<file path="src/rtl/neuron_mac_relu.sv">
// neuron_mac_relu: streams numWeight activations against a weight ROM, multiply-accumulates,
// then adds bias, saturates and applies ReLU once per frame.
module neuron_mac_relu #(
    parameter int numWeight    = 30,
    parameter int dataWidth    = 16,
    parameter int fracBits     = 12,
    parameter int addressWidth = $clog2(numWeight),
    parameter int accWidth     = 2*dataWidth+$clog2(numWeight)
) (
    input  logic                    clk,
    input  logic                    rst,
    input  logic [dataWidth-1:0]    in_data,
    input  logic                    in_valid,
    input  logic [dataWidth-1:0]    bias,
    output logic                    w_ren,
    output logic [addressWidth-1:0] w_radd,
    input  logic [dataWidth-1:0]    w_dout,
    output logic [dataWidth-1:0]    out_data,
    output logic                    out_valid,
    output logic                    busy
);
    localparam logic signed [accWidth:0] maxv = (accWidth+1)'(2**(dataWidth-1)-1);
    logic [addressWidth-1:0] cnt;
    logic last0, v1, last1, done2;
    logic signed [dataWidth-1:0] d1, b_r;
    logic signed [accWidth-1:0] acc, sum_r, prod, mac;
    logic signed [accWidth:0] biased, t;
    logic [dataWidth-1:0] res;
    assign last0  = cnt == addressWidth'(numWeight-1);
    assign w_ren  = in_valid && !rst;
    assign w_radd = cnt;
    assign busy   = cnt != '0;
    assign prod   = accWidth'(d1) * accWidth'($signed(w_dout));
    assign mac    = acc + prod;
    // bias is latched with the last input so the next frame may change it immediately
    assign biased = (accWidth+1)'(sum_r) + ((accWidth+1)'(b_r) <<< fracBits);
    assign t      = biased >>> fracBits;
    assign res    = t < 0 ? '0 : t > maxv ? maxv[dataWidth-1:0] : t[dataWidth-1:0];
    always_ff @(posedge clk) begin
        if (rst) begin
            cnt       <= '0;
            d1        <= '0;
            v1        <= 1'b0;
            last1     <= 1'b0;
            b_r       <= '0;
            acc       <= '0;
            sum_r     <= '0;
            done2     <= 1'b0;
            out_data  <= '0;
            out_valid <= 1'b0;
        end else begin
            if (in_valid) cnt <= last0 ? '0 : cnt + 1'b1;
            if (in_valid && last0) b_r <= bias;
            d1    <= in_data;
            v1    <= in_valid;
            last1 <= in_valid && last0;
            if (v1) acc <= last1 ? '0 : mac;
            if (v1 && last1) sum_r <= mac;
            done2     <= v1 && last1;
            out_valid <= done2;
            if (done2) out_data <= res;
        end
    end
endmodule

</file>
<file path="config.mk">
export PLATFORM = sky130hd
export DESIGN_NAME = neuron_mac_relu
export DESIGN_NICKNAME = d
export VERILOG_FILES = /design/src/rtl/neuron_mac_relu.sv
export SDC_FILE = /design/constraint.sdc
export NUM_CORES = 1
export LEC_CHECK = 0
export BUFFER_PORTS_ARGS = -buffer_cell sky130_fd_sc_hd__buf_2
export CAP_MARGIN = 20
export CORE_UTILIZATION = 40
export CTS_CLUSTER_SIZE = 40
export DETAILED_ROUTE_END_ITERATION = 10
export HOLD_SLACK_MARGIN = 0.15
export PLACE_DENSITY = 0.62
export SLEW_MARGIN = 25
export SYNTH_ARGS = -nofsm -noshare
export SYNTH_HDL_FRONTEND = slang
export SYNTH_SLANG_ARGS = --single-unit
</file>
<file path="constraint.sdc">
create_clock -name clk -period 8.21 [get_ports clk]
set_clock_uncertainty 0.05 [all_clocks]
set_input_delay 0.4105 -clock clk [delete_from_list [all_inputs] [get_ports clk]]
set_output_delay 0.4105 -clock clk [all_outputs]
set_load 0.01 [all_outputs]
</file>
==> results of run 1 <==
==> registers in the layout (all words and copies together) (netlist names) <==
signal	count
out_data	16
out_valid	1
b_r	16
done2	1
sum_r	25
acc	37
d1	16
last1	1
v1	1
w_radd	5
==> cell families (layout without fill, tap and decap cells) <==
| group | count (synthesis) | after routing | share of synthesized area (%) |
|---|---|---|---|
| buffers and inverters | 445 | 506 | 9.80 |
| and+or+nand+nor | 557 | 557 | 15.9 |
| adders and majority gates | 456 | 456 | 46.5 |
| xor gates and xnor gates | 54 | 54 | 2.71 |
| DFF | 119 | 119 | 13.7 |
| muxes | 2 | 2 | 0.115 |
| AOI/OAI and AO/OA | 290 | 290 | 11.3 |
==> worst min-delay path by stage <==
stage                     slack [ps]  cells past startpoint            to
after floorplan                  380                      1  out_data[15]
after global placement           400                      2   out_data[5]
after detailed placement         400                      2   out_data[1]
after CTS                        160                      2         d1[6]
after global routing             180                      2       b_r[15]
final                            170                      2         d1[6]
==> worst reg2reg max path, stage by stage, from the launching register on <==
cell and delay [ps]:
dfxtp_1 690, nand2_1 170, fa_1 570, inv_1 60
fa_1 530, inv_1 50, fa_1 490, inv_1 50
fa_1 470, fa_1 530, inv_1 50, fa_1 480
inv_1 40, ha_1 380, and3_1 270, and4_1 240
a21oi_1 150, o211ai_1 140, o21ai_0 560, a21oi_1 210
o41ai_1 360, xnor2_1 190, nand3b_1 100, a21oi_1 140
==> metal layers <==
layer | GRT usage [%] | vias up | wire (µm)
met5 | 0 | - | 0
met4 | 5.20 | 0 | 694
met3 | 2.56 | 41 | 1950
li1 | - | 6136 | -
met1 | 30.7 | 6321 | 20800
met2 | 31.2 | 296 | 18500
==> through the flow <==
stage          instances  instance area [µm²]  setup slack [ps]  utilization (%)
3_5_place_dp        2518                18300              1180             42.6
6_report            2569                19100              1160             44.4
4_1_cts             2569                19100              1170             44.4
5_1_grt             2569                19100               640             44.4
3_3_place_gp        2518                18300              1300             42.6
2_1_floorplan       1923                17400              1790                -
==> layout make-up <==
cell class / count / area [µm²] / share of cell area [%]
clock buffer: 21 / 460 / 2.41
clock inverter: 9 / 103 / 0.538
inverter: 371 / 1390 / 7.30
multi-input combinational: 1359 / 13300 / 70.0
sequential: 119 / 2380 / 12.5
tap: 585 / 732 / 3.84
timing repair buffer: 105 / 658 / 3.45
==> placed cells by master (no fill, tap or decap), types with 14 or more instances in the layout <==
master	netlist	routed
inv_1	370	370
fa_1	319	318
nand2_1	209	209
ha_1	137	137
dfxtp_1	119	118
and2_1	114	114
a21oi_1	106	106
nor2_1	94	94
buf_2	3	73
nor2b_1	41	41
xnor2_1	35	35
o21ai_0	32	32
a21o_1	24	24
dlygate4sd3_1	0	21
xor2_1	19	19
a22o_1	17	17
clkbuf_16	0	17
nand2b_1	14	14
==> power by group <==
part | switching [mW] | leakage [nW] | internal (mW)
clock network | 0.290 | 0.271 | 0.456
logic | 3.65 | 8.26 | 2.49
registers | 0.0557 | 0.968 | 0.632
==> summary.txt, run 1 <==
GRT
  • Global-route wire length before repair: between 70 and 80 mm
  • Largest net degree at the start of global routing: 61
  • Total GRT Usage: 20.5%
  • Vias in the first global route: 13500
  • GRT overflow: 0
  • Initial antenna violation count: 0

Clocking
  • Clk_lat worst skew: 440 ps
  • Htree depth: 4
  • Clock-pin slew on the worst setup and hold paths: 60 ps
  • Clk buf depth: 2
  • Sink Count: 119
  • CTS tree: built
  • CTS buffer count: 17
  • CTS Root Cell: clkbuf_16
  • # hold bufs at CTS: 21
  • Post-CTS Setup Repair Bufs: 0
  • Gates resized, CTS repair: 0

Route
  • Routed WL per cell: approximately 16 µm
  • Vias per cell: about 5.0
  • Post-route DRC: 0
  • Total number of vias: ~13000
  • Drt pass-1 iters: 5
  • Initial drt markers: ~680
  • Final ANT Viol Nets: 0
  • Overall routed net length: 42.0 mm

Timing
  • Slew margin rel.: between 40% and 50%
  • Tcrit/Tclk final: a little under nine tenths
  • Tmin final: ~7000 ps
  • Unrepaired setup endpoints after global routing: false
  • Worst-Margin Slew: roughly 760 ps
  • Endpoints failing hold: 0
  • Setup TNS: 0 ps
  • Hold Slack: ~170 ps
  • Maximum clock rate: between 100 and 150 MHz
  • Final Max Slew Viols: 0
  • Final setup vio count: 0

Setup path
  • Critical path's most frequent cell: fa_1
  • Buf/Inv on CP: 5
  • CP startpoint: d1[14]
  • Critical Path Max Stage Delay: approximately 690 ps
  • Critical Path Start Type: flip-flop
  • Worst setup endpoint: acc[36]
  • Family with the most delay on the worst path: adder cells
  • R2r setup slk: roughly 1200 ps
  • R2R depth: 23
  • Reg2reg end: acc[36]
  • Worst-path cell with the longest stage delay: dfxtp_1
  • Worst r2r src: d1[14]
  • Max FO, Critical Path: 16
  • Req. time, crit path: approximately 8500 ps
  • Worst Setup Path Type: flip-flop to flip-flop
  • Setup crit end kind: flip-flop
  • Arrival time worst endpoint: 7360 ps
  • CP Cell Sequence: nand2_1 > fa_1 > inv_1 > fa_1 > inv_1 > fa_1 > inv_1 > fa_1 > fa_1 > inv_1 > fa_1 > inv_1 > ha_1 > and3_1 > and4_1 > a21oi_1 > o211ai_1 > o21ai_0 > a21oi_1 > o41ai_1 > xnor2_1 > nand3b_1 > a21oi_1
  • WP depth: 23

Logic synthesis
  • Number of synthesized flops with an enable pin: 0
  • Async set-reset flop share out of synthesis: 0%
  • Cell count after synthesis: 1923
  • Most used DFF post-synth: dfxtp_1
  • Syn nets: between 2000 and 2500
  • Post-synth top area cell: fa_1
  • Synth Cell Area: approximately 0.017 mm²
  • Top area cells in the synthesized netlist: fa_1 37%, dfxtp_1 14%, ha_1 9.8%
  • Avg Inst Size Synth: around 9.1 µm²
  • Syn. warnings: 0
  • Sequential element share of the synthesized area: between 10 and 15%
  • Top-area cell type share of the netlist area: 36.6%
  • Most instantiated cells after synthesis: 370 x inv_1, 319 x fa_1, 209 x nand2_1
  • Top-count cell post-synth: inv_1
  • Yosys reg bits: 119
  • Post-synth cell types: 75

Pwr
  • Tot Pwr: 7.57 mW
  • Leakage power: between 9 and 10 nW
  • Cell area power density: 397 mW/mm²
  • Max VDD drop: between 0.3 and 0.4 mV

Layout
  • Area growth syn-to-layout: 9.42%
  • Diode count: 0
  • Layout cell share with drive strength beyond 1: under 10%
  • Filler cells: between 4000 and 5000
  • Nets: roughly 2500

Place
  • Buffers on Ports: 74
  • Routability-driven placement congestion ratio: approximately 0.89
  • Hpwl dp: about 35 mm

Worst hold path
  • Worst Hold Class: input port to flip-flop
  • Hold_sp: in_data[6]

Floorplanning
  • Core area: ~0.043 mm²
  • DIE HEIGHT: between 200 and 250 µm
  • Die extent in x: 211 µm
  • IO Pins: 75
  • # rows: 76
  • Initial Utilization: around two fifths
  • DIE AREA: 0.0444 mm²

Run
  • # Max-Cap Violations: 0

Status
  • Outcome: finished, final reports clean
(Power assumes the default switching activity.)
==> run 2: changes to the inputs <==
REMOVE_ABC_BUFFERS = 1   (was not set)
==> run 2 against run 1 <==
Worst hold slack lost 9.3 ps. Largest power group unchanged. Global-route usage shrank 0.70 points. Power shrank 2.3%. Highest routed layer unchanged. Clock-buffer cell count shrank 1. Clock power grew 5.8%. Maximum frequency shrank 1.5%.
==> summary.txt, run 2 (synthesized netlist as in run 1, its figures left out) <==
Timing
  • Unrepaired setup endpoints after global routing: false
  • Endpoints failing hold: 0
  • Hold Slack: 161 ps
  • Worst-Margin Slew: just under 900 ps
  • Final Max Slew Viols: 0
  • Fin worst setup slack: approximately 1100 ps
  • Setup TNS: 0 ps
  • Tmin final: just over 7000 ps
  • Slew margin rel.: a little over two fifths
  • Tcrit/Tclk final: 87.1%
  • Final setup vio count: 0
  • Maximum clock rate: about 140 MHz

Layout
  • Register area: around 0.0024 mm²
  • Non-filler instance count after layout: between 2000 and 3000
  • Max reg flops: 37
  • Most frequent cells in the layout: 370 x inv_1, 318 x fa_1, 209 x nand2_1
  • Top flop regs: acc: 37 flops, sum_r: 25 flops
  • Largest Register: acc
  • Layout cell share with drive strength beyond 1: between 7 and 8%
  • Leading cell type in the layout, fill and taps excluded: inv_1
  • Area growth syn-to-layout: 10.1%
  • Final Util: between 40 and 50%
  • Finished Cell Area: about 0.019 mm²
  • Filler cells: 4216
  • Multi-input gate area: around 0.013 mm²
  • Nets: around 2500

Pwr
  • Tot Pwr: around 7.4 mW
  • Max VDD drop: approximately 0.44 mV
  • Cell area power density: roughly 390 mW/mm²
  • Leakage power: 9.54 nW

Clocking
  • Clk buf depth: 2
  • CTS buffer count: 17
  • CTS Root Cell: clkbuf_16
  • Sink Count: roughly 120
  • Clk_lat worst skew: roughly 450 ps
  • CTS tree: built
  • Gates resized, CTS repair: 0
  • Htree depth: 4
  • Clock-pin slew on the worst setup and hold paths: approximately 60 ps

Place
  • Hpwl dp: 33.5 mm
  • Dpl ws: between 1000 and 1500 ps
  • Buffers on Ports: 74
  • Placed Instances: between 2000 and 3000
  • Dpl cell area: approximately 0.018 mm²
  • Routability-driven placement congestion ratio: ~0.87

Route
  • Total number of vias: between 10000 and 15000
  • Overall routed net length: ~40 mm
  • Post-route DRC: 0
  • Vias per cell: between 5 and 6
  • Met3 WL post-DR: ~1.2 mm
  • Drt pass-1 iters: 5
  • Routed WL per cell: 15.8 µm
  • Initial drt markers: between 600 and 700
  • Routed length on met1: between 15 and 20 mm
  • DR top layer: met4
  • Final ANT Viol Nets: 0
  • WL met2: approximately 21 mm

Setup path
  • CP Cell Sequence: nand2_1 > inv_1 > fa_2 > fa_1 > fa_1 > fa_1 > fa_1 > inv_1 > fa_1 > inv_1 > ha_1 > and4_1 > a41oi_1 > o221ai_1 > a41oi_2 > o211ai_1 > a31oi_1 > o21ai_1 > a21o_1 > nor4b_1 > a211o_1
  • Family with the most delay on the worst path: adder cells
  • Max FO, Critical Path: 16
  • Req. time, crit path: 8530 ps
  • Critical Path Start Type: flip-flop
  • Worst-path cell with the longest stage delay: fa_1
  • CP startpoint: d1[15]
  • Arrival time worst endpoint: 7480 ps
  • Buf/Inv on CP: 3
  • Worst r2r src: d1[15]
  • Worst Setup Path Type: flip-flop to flip-flop
  • Critical path's most frequent cell: fa_1
  • Critical Path Max Stage Delay: between 800 and 900 ps
  • R2R depth: 21
  • Setup crit end kind: flip-flop
  • WP depth: 21

GRT
  • Initial antenna violation count: 1
  • Global-route wire length before repair: slightly below 70 mm
  • Largest net degree at the start of global routing: 82
  • Total GRT Usage: 19.8%
  • Vias in the first global route: ~14000
  • GRT overflow: 0

Floorplanning
  • Core area: 0.0430 mm²
  • Initial Utilization: 40.6%
  • # rows: 76
  • DIE HEIGHT: 211 µm
  • Die extent in x: approximately 210 µm
  • DIE AREA: about 0.044 mm²
  • IO Pins: 75

Status
  • Outcome: finished, final reports clean

Run
  • # Max-Cap Violations: 0

Worst hold path
  • Worst Hold Class: input port to flip-flop
  • Hold Crit Depth: 2
  • Hold_sp: in_data[0]
-- run 2: timing repair --
| action | 4_1_cts | 5_1_grt |
|---|---|---|
| hold buffers | 26 | 0 |
| hold endpoints to repair | 26 | 0 |
| setup buffers | 0 | 0 |
-- run 2: final timing paths --
kind / end / slack [ps]
max reg2reg: sum_r[35] / 1060
min: d1[0] / 160
max: sum_r[35] / 1060
min reg2reg: sum_r[29] / 410
-- run 2: per-layer routing --
metal | vias up | GRT usage (%)
met5 | - | 0
met4 | 0 | 4.62
met3 | 47 | 2.50
met2 | 231 | 35.6
met1 | 6583 | 25.2
li1 | 6150 | -
-- run 2: layout make-up --
| class | instances | share of cell area [%] |
|---|---|---|
| flip-flops and latches | 119 | 12.4 |
| diodes | 1 | 0.0130 |
| inverters | 371 | 7.26 |
| clock inverters | 12 | 0.789 |
| multi-input cells | 1359 | 69.5 |
| clock buffers | 20 | 2.38 |
| well taps | 585 | 3.81 |
| repair buffers | 113 | 3.81 |
-- run 2: report_power, final --
| group | total, mW | switching [mW] | internal [mW] |
|---|---|---|---|
| Combinational | 5.93 | 3.48 | 2.45 |
| Clock | 0.789 | 0.298 | 0.491 |
| Sequential | 0.682 | 0.0508 | 0.631 |
| Total | 7.40 | 3.83 | 3.57 |
